$ cat src/rtl/memory_split_if.sv
// EX-side inputs and ME-side outputs of the data-memory stage.
// The master drives EX/pipeline controls, the slave returns ME results.
interface memory_split_if #(
    parameter int CNT_W = 16
);
    logic             flush;
    logic             AnyStall;
    logic [31:0]      Result_EX;
    logic [31:0]      WrDat_EX;
    logic             RegWrite_EX;
    logic             MemToReg_EX;
    logic             MemWrite_EX;
    logic [4:0]       WriteReg_EX;
    logic [1:0]       Size_EX;
    logic             Unsigned_EX;
    logic             InstrVal_EX;
    logic [31:0]      RdDat_ME;
    logic [31:0]      Result_ME;
    logic [31:0]      ResultRdDat_ME;
    logic             RegWrite_ME;
    logic             MemToReg_ME;
    logic [4:0]       WriteReg_ME;
    logic             MisAlignStall_MEM1;
    logic [CNT_W-1:0] Cycles_ME;
    logic [CNT_W-1:0] Instr_ME;

    modport master (
        output flush, AnyStall, Result_EX, WrDat_EX,
        output RegWrite_EX, MemToReg_EX, MemWrite_EX,
        output WriteReg_EX, Size_EX, Unsigned_EX, InstrVal_EX,
        input  RdDat_ME, Result_ME, ResultRdDat_ME,
        input  RegWrite_ME, MemToReg_ME, WriteReg_ME,
        input  MisAlignStall_MEM1, Cycles_ME, Instr_ME
    );

    modport slave (
        input  flush, AnyStall, Result_EX, WrDat_EX,
        input  RegWrite_EX, MemToReg_EX, MemWrite_EX,
        input  WriteReg_EX, Size_EX, Unsigned_EX, InstrVal_EX,
        output RdDat_ME, Result_ME, ResultRdDat_ME,
        output RegWrite_ME, MemToReg_ME, WriteReg_ME,
        output MisAlignStall_MEM1, Cycles_ME, Instr_ME
    );
endinterface

$ cat src/rtl/memory_split.sv
// Data-memory stage: big-endian byte/half/word RAM access with
// word-crossing accesses split over two cycles, ME register and counters.
module memory_split #(
    parameter int DEPTH = 64,
    parameter int CNT_W = 16
) (
    input  logic           clk,
    input  logic           reset,
    memory_split_if.slave  bus
);
    localparam int AW = $clog2(DEPTH);

    typedef enum logic {
        IDLE,
        SECOND
    } state_e;

    state_e           state_q;
    logic [31:0]      hold_q;
    logic [31:0]      rd_dat_q;
    logic [31:0]      result_q;
    logic             reg_write_q;
    logic             mem_to_reg_q;
    logic [4:0]       write_reg_q;
    logic [CNT_W-1:0] cycles_q;
    logic [CNT_W-1:0] instr_q;

    logic [31:0] mem_q [DEPTH];

    logic [AW-1:0] widx;
    logic [AW-1:0] widx1;
    logic [1:0]    off;
    logic          is_mem;
    logic          is_word;
    logic          is_half;
    logic          split;
    logic          first;

    assign widx    = bus.Result_EX[AW+1:2];
    assign widx1   = widx + AW'(1);
    assign off     = bus.Result_EX[1:0];
    assign is_mem  = bus.MemWrite_EX | bus.MemToReg_EX;
    assign is_word = bus.Size_EX[1];
    assign is_half = (bus.Size_EX == 2'b01);
    assign split   = is_mem & ((is_half & (off == 2'd3)) |
                               (is_word & (off != 2'd0)));
    assign first   = (state_q == IDLE) & split;

    assign bus.MisAlignStall_MEM1 = first;

    // Two-word window: the accessed bytes always start at byte 'off'.
    logic [31:0] rd0;
    logic [31:0] rd1;
    logic [63:0] ld_win;
    logic [63:0] ld_sh;
    logic [31:0] ld_top;
    logic [31:0] ld_d;

    assign rd0    = mem_q[widx];
    assign rd1    = mem_q[widx1];
    assign ld_win = (state_q == SECOND) ? {hold_q, rd1} : {rd0, 32'h0};
    assign ld_sh  = ld_win << {off, 3'b000};
    assign ld_top = ld_sh[63:32];

    always_comb begin
        ld_d = ld_top;
        unique case (1'b1)
            is_word: ld_d = ld_top;
            is_half: ld_d = {{16{~bus.Unsigned_EX & ld_top[31]}},
                             ld_top[31:16]};
            default: ld_d = {{24{~bus.Unsigned_EX & ld_top[31]}},
                             ld_top[31:24]};
        endcase
    end

    logic [31:0] st_al;
    logic [3:0]  st_m;
    logic [63:0] st_win;
    logic [7:0]  st_be;
    logic        wr_en;
    logic [AW-1:0] wr_idx;
    logic [31:0] wr_dat;
    logic [3:0]  wr_be;

    always_comb begin
        st_al = bus.WrDat_EX;
        st_m  = 4'b1111;
        unique case (1'b1)
            is_word: begin
                st_al = bus.WrDat_EX;
                st_m  = 4'b1111;
            end
            is_half: begin
                st_al = {bus.WrDat_EX[15:0], 16'h0};
                st_m  = 4'b1100;
            end
            default: begin
                st_al = {bus.WrDat_EX[7:0], 24'h0};
                st_m  = 4'b1000;
            end
        endcase
    end

    assign st_win = {st_al, 32'h0} >> {off, 3'b000};
    assign st_be  = {st_m, 4'h0} >> off;
    assign wr_en  = bus.MemWrite_EX & ~bus.AnyStall & ~bus.flush;
    assign wr_idx = (state_q == SECOND) ? widx1 : widx;
    assign wr_dat = (state_q == SECOND) ? st_win[31:0] : st_win[63:32];
    assign wr_be  = (state_q == SECOND) ? st_be[3:0] : st_be[7:4];

    always_ff @(posedge clk) begin
        if (wr_en) begin
            for (int b = 0; b < 4; b++) begin
                if (wr_be[b]) begin
                    mem_q[wr_idx][b*8 +: 8] <= wr_dat[b*8 +: 8];
                end
            end
        end
    end

    always_ff @(posedge clk or posedge reset) begin
        if (reset) begin
            state_q      <= IDLE;
            hold_q       <= '0;
            rd_dat_q     <= '0;
            result_q     <= '0;
            reg_write_q  <= 1'b0;
            mem_to_reg_q <= 1'b0;
            write_reg_q  <= '0;
            cycles_q     <= '0;
            instr_q      <= '0;
        end else if (bus.flush) begin
            state_q      <= IDLE;
            hold_q       <= '0;
            rd_dat_q     <= '0;
            result_q     <= '0;
            reg_write_q  <= 1'b0;
            mem_to_reg_q <= 1'b0;
            write_reg_q  <= '0;
            cycles_q     <= '0;
            instr_q      <= '0;
        end else begin
            cycles_q <= cycles_q + CNT_W'(1);
            if (!bus.AnyStall) begin
                if (bus.InstrVal_EX && !first) begin
                    instr_q <= instr_q + CNT_W'(1);
                end
                if (first) begin
                    // First half: park word N and send a bubble to ME.
                    state_q      <= SECOND;
                    hold_q       <= rd0;
                    rd_dat_q     <= '0;
                    result_q     <= '0;
                    reg_write_q  <= 1'b0;
                    mem_to_reg_q <= 1'b0;
                    write_reg_q  <= '0;
                end else begin
                    state_q      <= IDLE;
                    hold_q       <= '0;
                    rd_dat_q     <= ld_d;
                    result_q     <= bus.Result_EX;
                    reg_write_q  <= bus.RegWrite_EX;
                    mem_to_reg_q <= bus.MemToReg_EX;
                    write_reg_q  <= bus.WriteReg_EX;
                end
            end
        end
    end

    assign bus.RdDat_ME       = rd_dat_q;
    assign bus.Result_ME      = result_q;
    assign bus.RegWrite_ME    = reg_write_q;
    assign bus.MemToReg_ME    = mem_to_reg_q;
    assign bus.WriteReg_ME    = write_reg_q;
    assign bus.ResultRdDat_ME = mem_to_reg_q ? rd_dat_q : result_q;
    assign bus.Cycles_ME      = cycles_q;
    assign bus.Instr_ME       = instr_q;
endmodule

$ cat src/flat_wrapper.sv
// flat-port wrapper written by rule: the top's interface ports become plain ports
module memory_split_flat 
#(
    parameter int DEPTH = 64,
    parameter int CNT_W = 16
)
  (clk, reset, bus_flush, bus_AnyStall, bus_Result_EX, bus_WrDat_EX, bus_RegWrite_EX, bus_MemToReg_EX, bus_MemWrite_EX, bus_WriteReg_EX, bus_Size_EX, bus_Unsigned_EX, bus_InstrVal_EX, bus_RdDat_ME, bus_Result_ME, bus_ResultRdDat_ME, bus_RegWrite_ME, bus_MemToReg_ME, bus_WriteReg_ME, bus_MisAlignStall_MEM1, bus_Cycles_ME, bus_Instr_ME);
  memory_split_if #(.CNT_W(CNT_W)) bus_i ();
  input  logic clk;
  input  logic reset;
  input wire logic [$bits(bus_i.flush)-1:0] bus_flush;
  input wire logic [$bits(bus_i.AnyStall)-1:0] bus_AnyStall;
  input wire logic [$bits(bus_i.Result_EX)-1:0] bus_Result_EX;
  input wire logic [$bits(bus_i.WrDat_EX)-1:0] bus_WrDat_EX;
  input wire logic [$bits(bus_i.RegWrite_EX)-1:0] bus_RegWrite_EX;
  input wire logic [$bits(bus_i.MemToReg_EX)-1:0] bus_MemToReg_EX;
  input wire logic [$bits(bus_i.MemWrite_EX)-1:0] bus_MemWrite_EX;
  input wire logic [$bits(bus_i.WriteReg_EX)-1:0] bus_WriteReg_EX;
  input wire logic [$bits(bus_i.Size_EX)-1:0] bus_Size_EX;
  input wire logic [$bits(bus_i.Unsigned_EX)-1:0] bus_Unsigned_EX;
  input wire logic [$bits(bus_i.InstrVal_EX)-1:0] bus_InstrVal_EX;
  output wire logic [$bits(bus_i.RdDat_ME)-1:0] bus_RdDat_ME;
  output wire logic [$bits(bus_i.Result_ME)-1:0] bus_Result_ME;
  output wire logic [$bits(bus_i.ResultRdDat_ME)-1:0] bus_ResultRdDat_ME;
  output wire logic [$bits(bus_i.RegWrite_ME)-1:0] bus_RegWrite_ME;
  output wire logic [$bits(bus_i.MemToReg_ME)-1:0] bus_MemToReg_ME;
  output wire logic [$bits(bus_i.WriteReg_ME)-1:0] bus_WriteReg_ME;
  output wire logic [$bits(bus_i.MisAlignStall_MEM1)-1:0] bus_MisAlignStall_MEM1;
  output wire logic [$bits(bus_i.Cycles_ME)-1:0] bus_Cycles_ME;
  output wire logic [$bits(bus_i.Instr_ME)-1:0] bus_Instr_ME;
  assign bus_i.flush = bus_flush;
  assign bus_i.AnyStall = bus_AnyStall;
  assign bus_i.Result_EX = bus_Result_EX;
  assign bus_i.WrDat_EX = bus_WrDat_EX;
  assign bus_i.RegWrite_EX = bus_RegWrite_EX;
  assign bus_i.MemToReg_EX = bus_MemToReg_EX;
  assign bus_i.MemWrite_EX = bus_MemWrite_EX;
  assign bus_i.WriteReg_EX = bus_WriteReg_EX;
  assign bus_i.Size_EX = bus_Size_EX;
  assign bus_i.Unsigned_EX = bus_Unsigned_EX;
  assign bus_i.InstrVal_EX = bus_InstrVal_EX;
  assign bus_RdDat_ME = bus_i.RdDat_ME;
  assign bus_Result_ME = bus_i.Result_ME;
  assign bus_ResultRdDat_ME = bus_i.ResultRdDat_ME;
  assign bus_RegWrite_ME = bus_i.RegWrite_ME;
  assign bus_MemToReg_ME = bus_i.MemToReg_ME;
  assign bus_WriteReg_ME = bus_i.WriteReg_ME;
  assign bus_MisAlignStall_MEM1 = bus_i.MisAlignStall_MEM1;
  assign bus_Cycles_ME = bus_i.Cycles_ME;
  assign bus_Instr_ME = bus_i.Instr_ME;
  memory_split #(.DEPTH(DEPTH), .CNT_W(CNT_W)) u_core (.clk(clk), .reset(reset), .bus(bus_i));
endmodule
$ cat config.mk
export PLATFORM = sky130hd
export DESIGN_NAME = memory_split_flat
export DESIGN_NICKNAME = d
export VERILOG_FILES = /design/src/rtl/memory_split_if.sv /design/src/rtl/memory_split.sv /design/src/flat_wrapper.sv
export SDC_FILE = /design/constraint.sdc
export NUM_CORES = 2
export LEC_CHECK = 0
export CELL_PAD_IN_SITES_DETAIL_PLACEMENT = 0
export CELL_PAD_IN_SITES_GLOBAL_PLACEMENT = 2
export CORE_AREA = 10 10 452 454
export CTS_BUF_LIST = sky130_fd_sc_hd__clkbuf_16
export DETAILED_ROUTE_END_ITERATION = 10
export DIE_AREA = 0 0 462 464
export HOLD_SLACK_MARGIN = 0.02
export PLACE_DENSITY_LB_ADDON = 0.1
export SYNTH_ARGS = -nofsm -noshare
export SYNTH_HDL_FRONTEND = slang
export SYNTH_SLANG_ARGS = --single-unit
$ cat constraint.sdc
create_clock -name clk -period 15.5 [get_ports clk]
set_input_delay 4.65 -clock clk [delete_from_list [all_inputs] [get_ports clk]]
set_output_delay 4.65 -clock clk [all_outputs]
set_load 0.01 [all_outputs]
==> flow_summary_export.csv <==
group,metric,value,unit
clocking,cts_resized,0,
power,p_sw,3.32,mW
synthesis,synth-compound-area-share,4.80,%
global_routing,antenna_found_initial,14,
placed_design,gp_congestion,0.921,
timing,fin_skew,0.0553,ns
die,start_util,51.8,%
routing,post_drt_wl_per_cell,38.3,um
power,peakVddDrop,0.000103,V
routing,route.vias.total,59600,
timing,fin_setup_tns,0,ns
critical_path,crit_slowest_cell,"clkdlybuf4s50_1",
global_routing,grt_max_degree,121,
routing,routed_wl,327,mm
cells_and_area,fin_nets,5877,
synthesis,synth-seq-cells,2184,
worst_hold_path,worstHoldPathType,"reg2reg",
clocking,tritoncts,"built",
critical_path,endpoint_kind,"primary output",
synthesis,syn_inst,5615,
synthesis,synth-main-ff-cell,"edfxtp_1",
power,seq_power_share,48.8,%
die,dieArea,214000,sq um
placed_design,dpl.cell_count,8109,
global_routing,grt_pass1_wl,456,mm
timing,slew_violations,0,
run,maxCapViolCount,0,
critical_path,startpoint_type,"input pin",
cells_and_area,areaGrowthSynthToFinish,11.9,%
power,power.density,119,nW/um^2
power,leakage,37.1,nW
synthesis,yosys-top-cells-count,"edfxtp_1 (2,048), mux4_2 (882), nand2_1 (422)",
power,sw_frac_of_total,24.7,%
critical_path,path_buf_inv,3,
synthesis,synth-simple-area-share,4.13,%
critical_path,timing.rr.start,"u_core.state_q$_DFFE_PP0P_",
routing,remaining_drc_errors,0,
timing,holdWs,0.481,ns
global_routing,grtUsageTotal,30.1,%
clocking,path_clk_slew,0.06,ns
routing,postRouteAntennaNets,0,
synthesis,synth_warnings,0,
critical_path,crit_chain,"clkdlybuf4s50_1, buf_4, nand3_1, a211oi_1, clkdlybuf4s50_1",
timing,setup_violations,0,
timing,relSlewSlack,7.16,%
routing,via_per_inst,6.99,
synthesis,syn-num-nets,5698,
synthesis,netlist_area,101000,sq um
clocking,ctsRootBufferMaster,"clkbuf_16",
cells_and_area,multi_input_area,33800,sq um
die,die_height,464,um
critical_path,crit_type,"in2out",
die,die_w,462,um
clocking,h-tree-depth,4,
power,comb_power_share,10.7,%
critical_path,worst_path_largest_cell_delay,0.70,ns
timing,fin_crit_sh,74.6,%
synthesis,synth.yosys.seq_area_share,64.4,%
critical_path,timing.critical_path.mode_cell,"clkdlybuf4s50_1",
routing,drtPass1Iterations,8,
synthesis,synthAdderAreaFrac,0.0372,%
die,rows,162,
timing,fmax,86.5,MHz
clocking,clock_latency,0.90,ns
cells_and_area,final_cell_count_no_fill,8526,
synthesis,yosys-top-cells-area,"edfxtp_1 (61%), mux4_2 (20%), dfrtp_1 (3.4%)",
routing,drt_iter0_markers,8207,
clocking,cts_inserted_buffers,224,
global_routing,grt_overflow_total,0,
worst_hold_path,holdCritStartpoint,"u_core.hold_q[31]$_DFFE_PP0P_",
synthesis,synth_top_area_cell,"edfxtp_1",
synthesis,async_reset_ff_share,6.23,%
placed_design,hpwl,214,mm
critical_path,required,10.85,ns
die,boundaryPins,216,
cells_and_area,seqCellArea,64900,sq um
synthesis,synth_xor_area_share,0.225,%
clocking,cts.sinks,2184,
synthesis,synth_mux_area_share,23.9,%
synthesis,synth.distinct_cells,82,
synthesis,synth_top_family_by_area,"multiplexers",
clocking,post_cts_buffers,0,
critical_path,crit_fanout,17,
critical_path,cp.arrival,6.91,ns
synthesis,synth_edf_count,2048,
cells_and_area,fillers,14700,
outcome,status,"complete, no violations",
cells_and_area,drive_above_1_share,25.4,%
clocking,holdBufCountCts,0,
power,internal_power,10.1,mW
timing,rsz0062_at_grt,"false",
synthesis,synth_top_cell_area_share,61.0,%
power,pwr-share-clk,40.5,%
clocking,clockBufferDepth,3,
die,fp.coreArea,195000,sq um
critical_path,critPathTopFamily,"buffers and inverters",
synthesis,yosysMostFrequentCell,"edfxtp_1",
global_routing,grt_pass1_vias,58200,
timing,worst_pin_slew,1.39,ns
critical_path,crit_path_start,"bus_Size_EX[0]",
timing,hold_viol_final,0,
synthesis,avgSynthCellArea,18.0,sq um
placed_design,port_buffers,215,
timing,period_needed,11.56,ns
-- power groups by stage --
stage / sequential [mW] / combinational [mW] / clock [mW]
floorplan: 6.69 / 0.843 / 0
global placement: 6.69 / 1.41 / 0
detailed placement: 6.69 / 1.42 / 0
CTS: 6.57 / 1.42 / 5.51
global route: 6.57 / 1.49 / 5.76
finish: 6.57 / 1.44 / 5.45
-- final timing paths --
kind | endpoint | slack, ns | cells after the start
setup / recovery | bus_MisAlignStall_MEM1 | 3.94 | 5
max in group asynchronous | u_core.state_q$_DFFE_PP0P_ | 9.71 | 3
min in group asynchronous | u_core.bus.Instr_ME[7]$_DFFE_PP0P_ | 4.27 | 2
setup reg to reg | u_core.mem_q[58][17]$_DFFE_PP_ | 10.06 | 7
hold reg to reg | u_core.hold_q[31]$_DFFE_PP0P_ | 0.48 | 2
hold / removal | u_core.hold_q[31]$_DFFE_PP0P_ | 0.48 | 2
-- layout by cell type, fill, tap and decap left out, types with 88 or more instances in the layout --
cell type           n
edfxtp_1         2048
mux4_2            882
nand2_1           408
nor2_1            356
mux2i_1           324
clkbuf_16         224
clkdlybuf4s50_1   206
buf_4             150
dfrtp_1           135
a21oi_1           108
a22oi_1           106
o21ai_0           100
nand3_1            88
-- layer usage --
layer / up-vias / share of wire (%) / GRT usage, %
met5: - / 0.0040 / 0
met4: 2 / 3.6 / 9.70
met3: 544 / 11 / 7.56
met2: 3546 / 47 / 46.3
met1: 31800 / 39 / 42.3
li1: 23800 / - / -
-- sequential cells by signal (all words and copies together), names as in the netlist --
signal and cells:
u_core.mem_q 2048, u_core.bus.RdDat_ME 32, u_core.bus.Result_ME 32, u_core.hold_q 32
u_core.bus.Cycles_ME 16, u_core.bus.Instr_ME 16, u_core.bus.WriteReg_ME 5, u_core.bus.MemToReg_ME 1
u_core.bus.RegWrite_ME 1, u_core.state_q 1
-- area by class of cell --
class	count	share of cell area [%]
antenna	5	0.0111
clock buffer	224	4.97
clock inverter	187	1.63
inverter	17	0.0677
multi-input combinational	2996	29.9
sequential	2184	57.5
tap	2542	2.82
timing repair buffer	371	3.03
-- logic make-up (layout without fill, tap and decap cells) --
family                   after synthesis  after routing
AND/OR/NAND/NOR                     1000           1000
adder cells (fa/ha/maj)                3              3
buffers and inverters                435            799
flip-flops                          2184           2184
other                                  0              5
XOR/XNOR                              25             25
AO/OA/AOI/OAI                        682            682
multiplexers                        1286           1286
-- worst register-to-register path, cell delays in order (launching register included) --
cell and delay [ns]:
dfrtp_4 0.78, clkinv_1 0.15, buf_4 0.28, nor2_1 0.51, o21ai_0 0.18, a21oi_1 1.07, nand2_1 1.03, nor2_1 1.08
-- stage by stage --
step | util [%] | area (sq um) | power (mW) | worst slack [ns]
finish | 58.0 | 113000 | 13.5 | 3.94
global route | 58.0 | 113000 | 13.8 | 3.81
CTS | 58.0 | 113000 | 13.5 | 3.94
detailed placement | 54.1 | 105000 | 8.11 | 3.96
global placement | 54.1 | 105000 | 8.10 | 3.95
floorplan | - | 101000 | 7.53 | 5.17
Power figures use the tool's default switching activity.
